==> src/rtl/instr_fetch_unit_if.sv <==
// Bus bundle between the fetch unit, its program memory and the decoder.
// Memory read port, command valid/ready handshake and jump redirect.
interface instr_fetch_unit_if;
  logic [7:0]  mem_addr;
  logic        mem_rd_en;
  logic [7:0]  mem_data;
  logic [23:0] cmd_word;
  logic        cmd_valid;
  logic        cmd_ready;
  logic [7:0]  pc_out;
  logic        jmp_en;
  logic [7:0]  jmp_addr;

  modport master (
    output mem_addr,
    output mem_rd_en,
    input  mem_data,
    output cmd_word,
    output cmd_valid,
    input  cmd_ready,
    output pc_out,
    input  jmp_en,
    input  jmp_addr
  );

  modport slave (
    input  mem_addr,
    input  mem_rd_en,
    output mem_data,
    input  cmd_word,
    input  cmd_valid,
    output cmd_ready,
    input  pc_out,
    output jmp_en,
    output jmp_addr
  );
endinterface

==> src/rtl/instr_fetch_unit.sv <==
// Fetch stage: reads three bytes from 8-bit synchronous program memory, assembles a
// 24-bit command word and hands it to the decoder over valid/ready; supports jumps.
module instr_fetch_unit #(
  parameter logic [7:0] RESET_PC = 8'h00
) (
  input  logic                       clk,
  input  logic                       rst,
  instr_fetch_unit_if.master         fetch_if,
  output logic [2:0]                 state_out
);

  typedef enum logic [2:0] {
    StB0    = 3'd0,
    StB1    = 3'd1,
    StB2    = 3'd2,
    StCap   = 3'd3,
    StValid = 3'd4
  } state_e;

  state_e      state_q, state_d;
  logic [7:0]  fetch_pc_q, fetch_pc_d;
  logic [23:0] cmd_word_q, cmd_word_d;
  logic [7:0]  pc_out_q, pc_out_d;

  always_ff @(posedge clk) begin
    if (rst) begin
      state_q    <= StB0;
      fetch_pc_q <= RESET_PC;
      cmd_word_q <= 24'h0;
      pc_out_q   <= RESET_PC;
    end else begin
      state_q    <= state_d;
      fetch_pc_q <= fetch_pc_d;
      cmd_word_q <= cmd_word_d;
      pc_out_q   <= pc_out_d;
    end
  end

  // Jump outranks sequencing; partial bytes are simply never completed.
  always_comb begin
    state_d    = state_q;
    fetch_pc_d = fetch_pc_q;
    cmd_word_d = cmd_word_q;
    pc_out_d   = pc_out_q;
    if (fetch_if.jmp_en) begin
      state_d    = StB0;
      fetch_pc_d = fetch_if.jmp_addr;
    end else begin
      case (state_q)
        StB0: state_d = StB1;
        StB1: begin
          cmd_word_d[23:16] = fetch_if.mem_data;
          state_d           = StB2;
        end
        StB2: begin
          cmd_word_d[15:8] = fetch_if.mem_data;
          state_d          = StCap;
        end
        StCap: begin
          cmd_word_d[7:0] = fetch_if.mem_data;
          pc_out_d        = fetch_pc_q;
          state_d         = StValid;
        end
        StValid: begin
          if (fetch_if.cmd_ready) begin
            fetch_pc_d = fetch_pc_q + 8'd3;
            state_d    = StB0;
          end
        end
        default: state_d = StB0;
      endcase
    end
  end

  always_comb begin
    fetch_if.mem_rd_en = 1'b0;
    fetch_if.mem_addr  = fetch_pc_q;
    case (state_q)
      StB0: fetch_if.mem_rd_en = ~rst;
      StB1: begin
        fetch_if.mem_rd_en = ~rst;
        fetch_if.mem_addr  = fetch_pc_q + 8'd1;
      end
      StB2: begin
        fetch_if.mem_rd_en = ~rst;
        fetch_if.mem_addr  = fetch_pc_q + 8'd2;
      end
      default: ;
    endcase
  end

  assign fetch_if.cmd_valid = (state_q == StValid);
  assign fetch_if.cmd_word  = cmd_word_q;
  assign fetch_if.pc_out    = pc_out_q;
  assign state_out          = state_q;

endmodule

==> src/flat_wrapper.sv <==
// flat-port wrapper written by rule: the top's interface ports become plain ports
module instr_fetch_unit_flat 
#(
  parameter logic [7:0] RESET_PC = 8'h00
)
  (clk, rst, state_out, fetch_if_mem_addr, fetch_if_mem_rd_en, fetch_if_mem_data, fetch_if_cmd_word, fetch_if_cmd_valid, fetch_if_cmd_ready, fetch_if_pc_out, fetch_if_jmp_en, fetch_if_jmp_addr);
  instr_fetch_unit_if fetch_if_i ();
  input  logic clk;
  input  logic rst;
  output logic [2:0] state_out;
  output wire logic [$bits(fetch_if_i.mem_addr)-1:0] fetch_if_mem_addr;
  output wire logic [$bits(fetch_if_i.mem_rd_en)-1:0] fetch_if_mem_rd_en;
  input wire logic [$bits(fetch_if_i.mem_data)-1:0] fetch_if_mem_data;
  output wire logic [$bits(fetch_if_i.cmd_word)-1:0] fetch_if_cmd_word;
  output wire logic [$bits(fetch_if_i.cmd_valid)-1:0] fetch_if_cmd_valid;
  input wire logic [$bits(fetch_if_i.cmd_ready)-1:0] fetch_if_cmd_ready;
  output wire logic [$bits(fetch_if_i.pc_out)-1:0] fetch_if_pc_out;
  input wire logic [$bits(fetch_if_i.jmp_en)-1:0] fetch_if_jmp_en;
  input wire logic [$bits(fetch_if_i.jmp_addr)-1:0] fetch_if_jmp_addr;
  assign fetch_if_mem_addr = fetch_if_i.mem_addr;
  assign fetch_if_mem_rd_en = fetch_if_i.mem_rd_en;
  assign fetch_if_i.mem_data = fetch_if_mem_data;
  assign fetch_if_cmd_word = fetch_if_i.cmd_word;
  assign fetch_if_cmd_valid = fetch_if_i.cmd_valid;
  assign fetch_if_i.cmd_ready = fetch_if_cmd_ready;
  assign fetch_if_pc_out = fetch_if_i.pc_out;
  assign fetch_if_i.jmp_en = fetch_if_jmp_en;
  assign fetch_if_i.jmp_addr = fetch_if_jmp_addr;
  instr_fetch_unit #(.RESET_PC(RESET_PC)) u_core (.clk(clk), .rst(rst), .fetch_if(fetch_if_i), .state_out(state_out));
endmodule
==> config.mk <==
export PLATFORM = sky130hd
export DESIGN_NAME = instr_fetch_unit_flat
export DESIGN_NICKNAME = d
export VERILOG_FILES = /design/src/rtl/instr_fetch_unit_if.sv /design/src/rtl/instr_fetch_unit.sv /design/src/flat_wrapper.sv
export SDC_FILE = /design/constraint.sdc
export NUM_CORES = 1
export LEC_CHECK = 0
export ABC_AREA = 1
export ABC_CLOCK_PERIOD_IN_PS = 2300
export CAP_MARGIN = 20
export CELL_PAD_IN_SITES_DETAIL_PLACEMENT = 1
export CELL_PAD_IN_SITES_GLOBAL_PLACEMENT = 1
export CORE_ASPECT_RATIO = 1.1
export CORE_UTILIZATION = 37
export CTS_BUF_LIST = sky130_fd_sc_hd__clkbuf_8
export DETAILED_ROUTE_END_ITERATION = 8
export PLACE_DENSITY = 0.95
export SYNTH_ARGS = -nofsm -noshare
export SYNTH_HDL_FRONTEND = slang
export SYNTH_SLANG_ARGS = --single-unit
==> constraint.sdc <==
create_clock -name clk -period 2.3 [get_ports clk]
set_input_delay 0.575 -clock clk [delete_from_list [all_inputs] [get_ports clk]]
set_output_delay 0.575 -clock clk [all_outputs]
set_load 0.01 [all_outputs]
# After elaboration in Yosys (flattened, before gate mapping)
# Cells that the tools add are included.
# word_totals
wordCells	32
input_bits	20
ff_bits	43
# op_classes
n_bitwise	2
n_reduce_logical	9
muxes	7
addsub	3
eq_ne	5
# ops
operator	n
$mux 8	3
$add 8x2->8 const B	2
$pmux 8 s2	1
$pmux 3 s5	1
$add 8x1->8 const B	1
$reduce_and 2->1	4
$eq 3x2->1 const B	2
$reduce_bool 2->1	2
$eq 3x1->1 const B	1
$eq 3x3->1 const B	1
$logic_not 3->1	1
$mux 3	1
$reduce_or 3->1	1
$ne 2x1->1 const B	1
$not 1->1	2
$reduce_or 2->1	1
$mux 1	1

# Depth between registers and ports, before layout
# logic_depth
word_depth	4
mapped_depth	9
depth_no_buf	9

# Worst setup path after synthesis
# Ideal clock, no wire load.
# synth_timing
path_type	register to output
start	register u_core.state_q[2] (netlist: u_core.state_out[2])
end	output port fetch_if_mem_addr[5]
required_time_ns	1.725
slack_ns	0.489
arrival_time_ns	1.236
path_stages_with_launch	6
path_buffers	0
cell_sequence	dfxtp_1 nor3_4 nand2_1 nand2_2 nand3_1 a21oi_1
# synth_between
elab_chain_cells	2
elab_cells_between_ends	3
classes_between	2 x eq/ne; 1 x mux
# synth_lines
item	line	rtl
start: declaration	instr_fetch_unit.sv:20	state_e state_q, state_d;
start signal: assignment	instr_fetch_unit.sv:27	state_q <= StB0;
start signal: assignment	instr_fetch_unit.sv:32	state_q <= state_d;
$eq 3x2->1 / $eq 3x1->1 (equally long branches)	instr_fetch_unit.sv:78	case (state_q)
$pmux 8 s2 *	instr_fetch_unit.sv:78	
end: declaration	flat_wrapper.sv:11	output wire logic [$bits(fetch_if_i.mem_addr)-1:0] fetch_if_mem_addr;
# Every way passes the cells marked *; elsewhere a longest branch is shown, timed or not.

# Worst setup path in the final report
# layout_timing
start	register u_core.state_q[2] (netlist: u_core.state_out[2])
end	output port fetch_if_mem_addr[6]
# The elaborated chain is that of the path after synthesis.

==> flow_metrics.tcl <==
set metrics [dict create \
    combPwrFrac_pct 18.2 \
    wl_mm 7.81 \
    drtPass1Iterations 4 \
    worstSetupPathType "reg2out" \
    crit_path_top_delay_cell "dfxtp_1" \
    vias 2351 \
    coreArea_sq_um 5470 \
    path_max_fanout 4 \
    syn-num-nets 314 \
    total_power_mw 1.57 \
    rsz0062_at_grt "yes" \
    dp_hpwl_mm 5.24 \
    nets 395 \
    p_clk_share_pct 31.7 \
    hp-class "reg2reg" \
    clk_latency_ns 0.30 \
    drt-initial-drc-count 109 \
    worstPathRequired_ns 1.73 \
    end_kind "output port" \
    gp_congestion 0.861 \
    p_int_mw 1.10 \
    grt_max_degree 29 \
    yosysWarningCount 0 \
    avgSynthCellArea_sq_um 7.36 \
    antenna_found_initial 0 \
    layout_common_cells "clkdlybuf4s50_1, nand2_1, nor2_1" \
    clock_path_buffers 2 \
    max_stage_delay_ns 0.37 \
    synthDistinctLibCells 34 \
    remaining_drc_errors 0 \
    crit_buf_inv 3 \
    antenna_left 0 \
    cts_root_buf "clkbuf_8" \
    p_sw_mw 0.465 \
    synthCells 290 \
    crit_chain "nor3_4, buf_4, buf_4, nand2_1, o21ai_0, o21ai_0, o21ai_1, buf_2" \
    synth-seq-cells 43 \
    cts.clk_slew.worst_paths_ns 0.09 \
    io_buffer_count 64 \
    syn_area_sq_um 2130 \
    violations "negative setup slack" \
    relSlewSlack_pct 76.8 \
    synth_seq_area_share_pct 40.3 \
    status "finished, violations left" \
    grt_pass1_vias 2286 \
    cts_made_buffers 5 \
    drive_above_1_share_pct 19.1 \
    grt_pass1_wl_mm 11.4 \
    cts_tree "yes" \
    p_leak_nw 1.23 \
    critPathLaunch "u_core.state_out[2]$_SDFFE_PP0P_" \
    min_from "u_core.fetch_if.cmd_word[13]$_SDFFE_PP0P_" \
    hold_ws_ns 0.482 \
    maxSlewViolCount 0 \
    grtUsageTotal_pct 25.1 \
    clkSinkCount 43 \
    worst_setup_path_start_kind "register" \
    placed_area_sq_um 2890 \
    via_per_inst 5.26 \
    final_area_sq_um 3060 \
    finClkSkew_ns 0.00327 \
    final_common_cell "clkdlybuf4s50_1" \
    p_sw_share_pct 29.6 \
    period_needed_ns 2.32 \
    tightest_slew_ns 0.347 \
    path_delay_family "buffers and inverters" \
    ir_drop_v 0.000348 \
    htreeDepth 2 \
    tns_ns -0.0215 \
    powerDensity_nw_per_um2 512 \
    rows 28 \
    maxCapViolCount 0 \
    worst_slack_ns -0.0151 \
    finalSetupViolCount 2 \
    start_util_pct 39.1 \
    timing.final.crit_share_pct 101 \
    dieWidth_um 74.4 \
    ios 65 \
    die_area_sq_um 6080 \
    hold_violations 0 \
    r2r_start "u_core.state_out[2]$_SDFFE_PP0P_" \
    die_y_um 81.7 \
    fmax_mhz 432 \
    wl_per_cell_um 17.5 \
    overflow 0 \
    pwr-share-seq_pct 50.2 \
    syn_to_final_growth_pct 43.6 \
    n_antenna_cell 0 \
    arrival_ns 1.74 \
]
worst register-to-register path: cells and delay by family, from the launching register on:
kind | cells | cell delay [ns]
buf+inv | 4 | 0.43
simple gates | 4 | 0.64
flops | 1 | 0.37
worst paths after layout:
kind,to,slack (ns),cells past startpoint
worst max-delay path,fetch_if_mem_addr[6],-0.02,8
worst min-delay path,u_core.fetch_if.cmd_word[13]$_SDFFE_PP0P_,0.48,2
worst max register to register,u_core.fetch_if.cmd_word[18]$_SDFFE_PP0P_,0.73,8
worst min register to register,u_core.fetch_if.cmd_word[13]$_SDFFE_PP0P_,0.48,2
cell usage after synthesis, drive strengths merged:
cell type	count	area, sq um
ha	4	50.1
xor2	1	8.76
o221ai	1	8.76
o211ai	4	30.0
o21ba	1	10.0
nand2	53	214
inv	27	109
a21boi	1	7.51
nand4	1	21.3
o211a	1	10.0
buf	6	51.3
nor2	48	196
a21oi	33	180
nand3	25	130
dfxtp	43	861
clkbuf	4	17.5
nor3	6	57.6
o21ai	30	165
or2	1	6.26
routing by layer:
metal,vias up,global-route usage [%],share of wire [%]
li1,1118,-,-
met1,1135,30.1,41
met2,77,43.1,51
met3,21,5.40,5.1
met4,0,10.6,3.1
met5,-,0,0
stage by stage:
step                      cells  setup WS, ns  utilization [%]
after floorplan             290         0.489                -
after global placement      431       -0.0854             52.9
after detailed placement    431       -0.0860             52.9
after CTS                   443       0.00135             55.2
after global routing        447        -0.116             56.1
final                       447       -0.0151             56.1
layout make-up:
cell class / instances / area (sq um)
fill: 690 / 2400
multi-input combinational: 210 / 1120
sequential: 43 / 873
timing repair buffer: 84 / 776
inverter: 27 / 114
tap: 75 / 93.8
clock buffer: 5 / 68.8
clock inverter: 3 / 20.0
flip-flops by register name, summed over array words and instances (netlist names):
register and cells:
u_core.state_out 3, u_core.fetch_if.pc_out 8, u_core.fetch_if.cmd_word 24, u_core.fetch_pc_q 8
power by group through the flow:
stage / clock [mW] / sequential [mW] / combinational, mW
final: 0.497 / 0.788 / 0.285
after global routing: 0.530 / 0.790 / 0.306
after CTS: 0.502 / 0.788 / 0.271
after global placement: 0 / 0.802 / 0.258
after detailed placement: 0 / 0.804 / 0.268
after floorplan: 0 / 0.807 / 0.124
cells by family (layout without fill, tap and decap cells):
family                   after synthesis  count (layout)  share of synthesized area [%]
AND/OR/NAND/NOR                      134             134                           29.3
AO/OA/AOI/OAI                         71              71                           19.3
flip-flops                            43              43                           40.3
buffers and inverters                 37             119                           8.32
adder cells (fa/ha/maj)                4               4                           2.34
XOR/XNOR                               1               1                          0.410
repair_timing:
| action | 4_1_cts | 5_1_grt |
|---|---|---|
| hold buffers | 0 | 0 |
| setup buffers | 4 | 4 |
| pin swaps | 1 | 1 |
| setup endpoints to repair | 9 | 8 |
| gates resized for setup | 27 | 12 |
No activity file was read; power rests on OpenSTA's default activity.
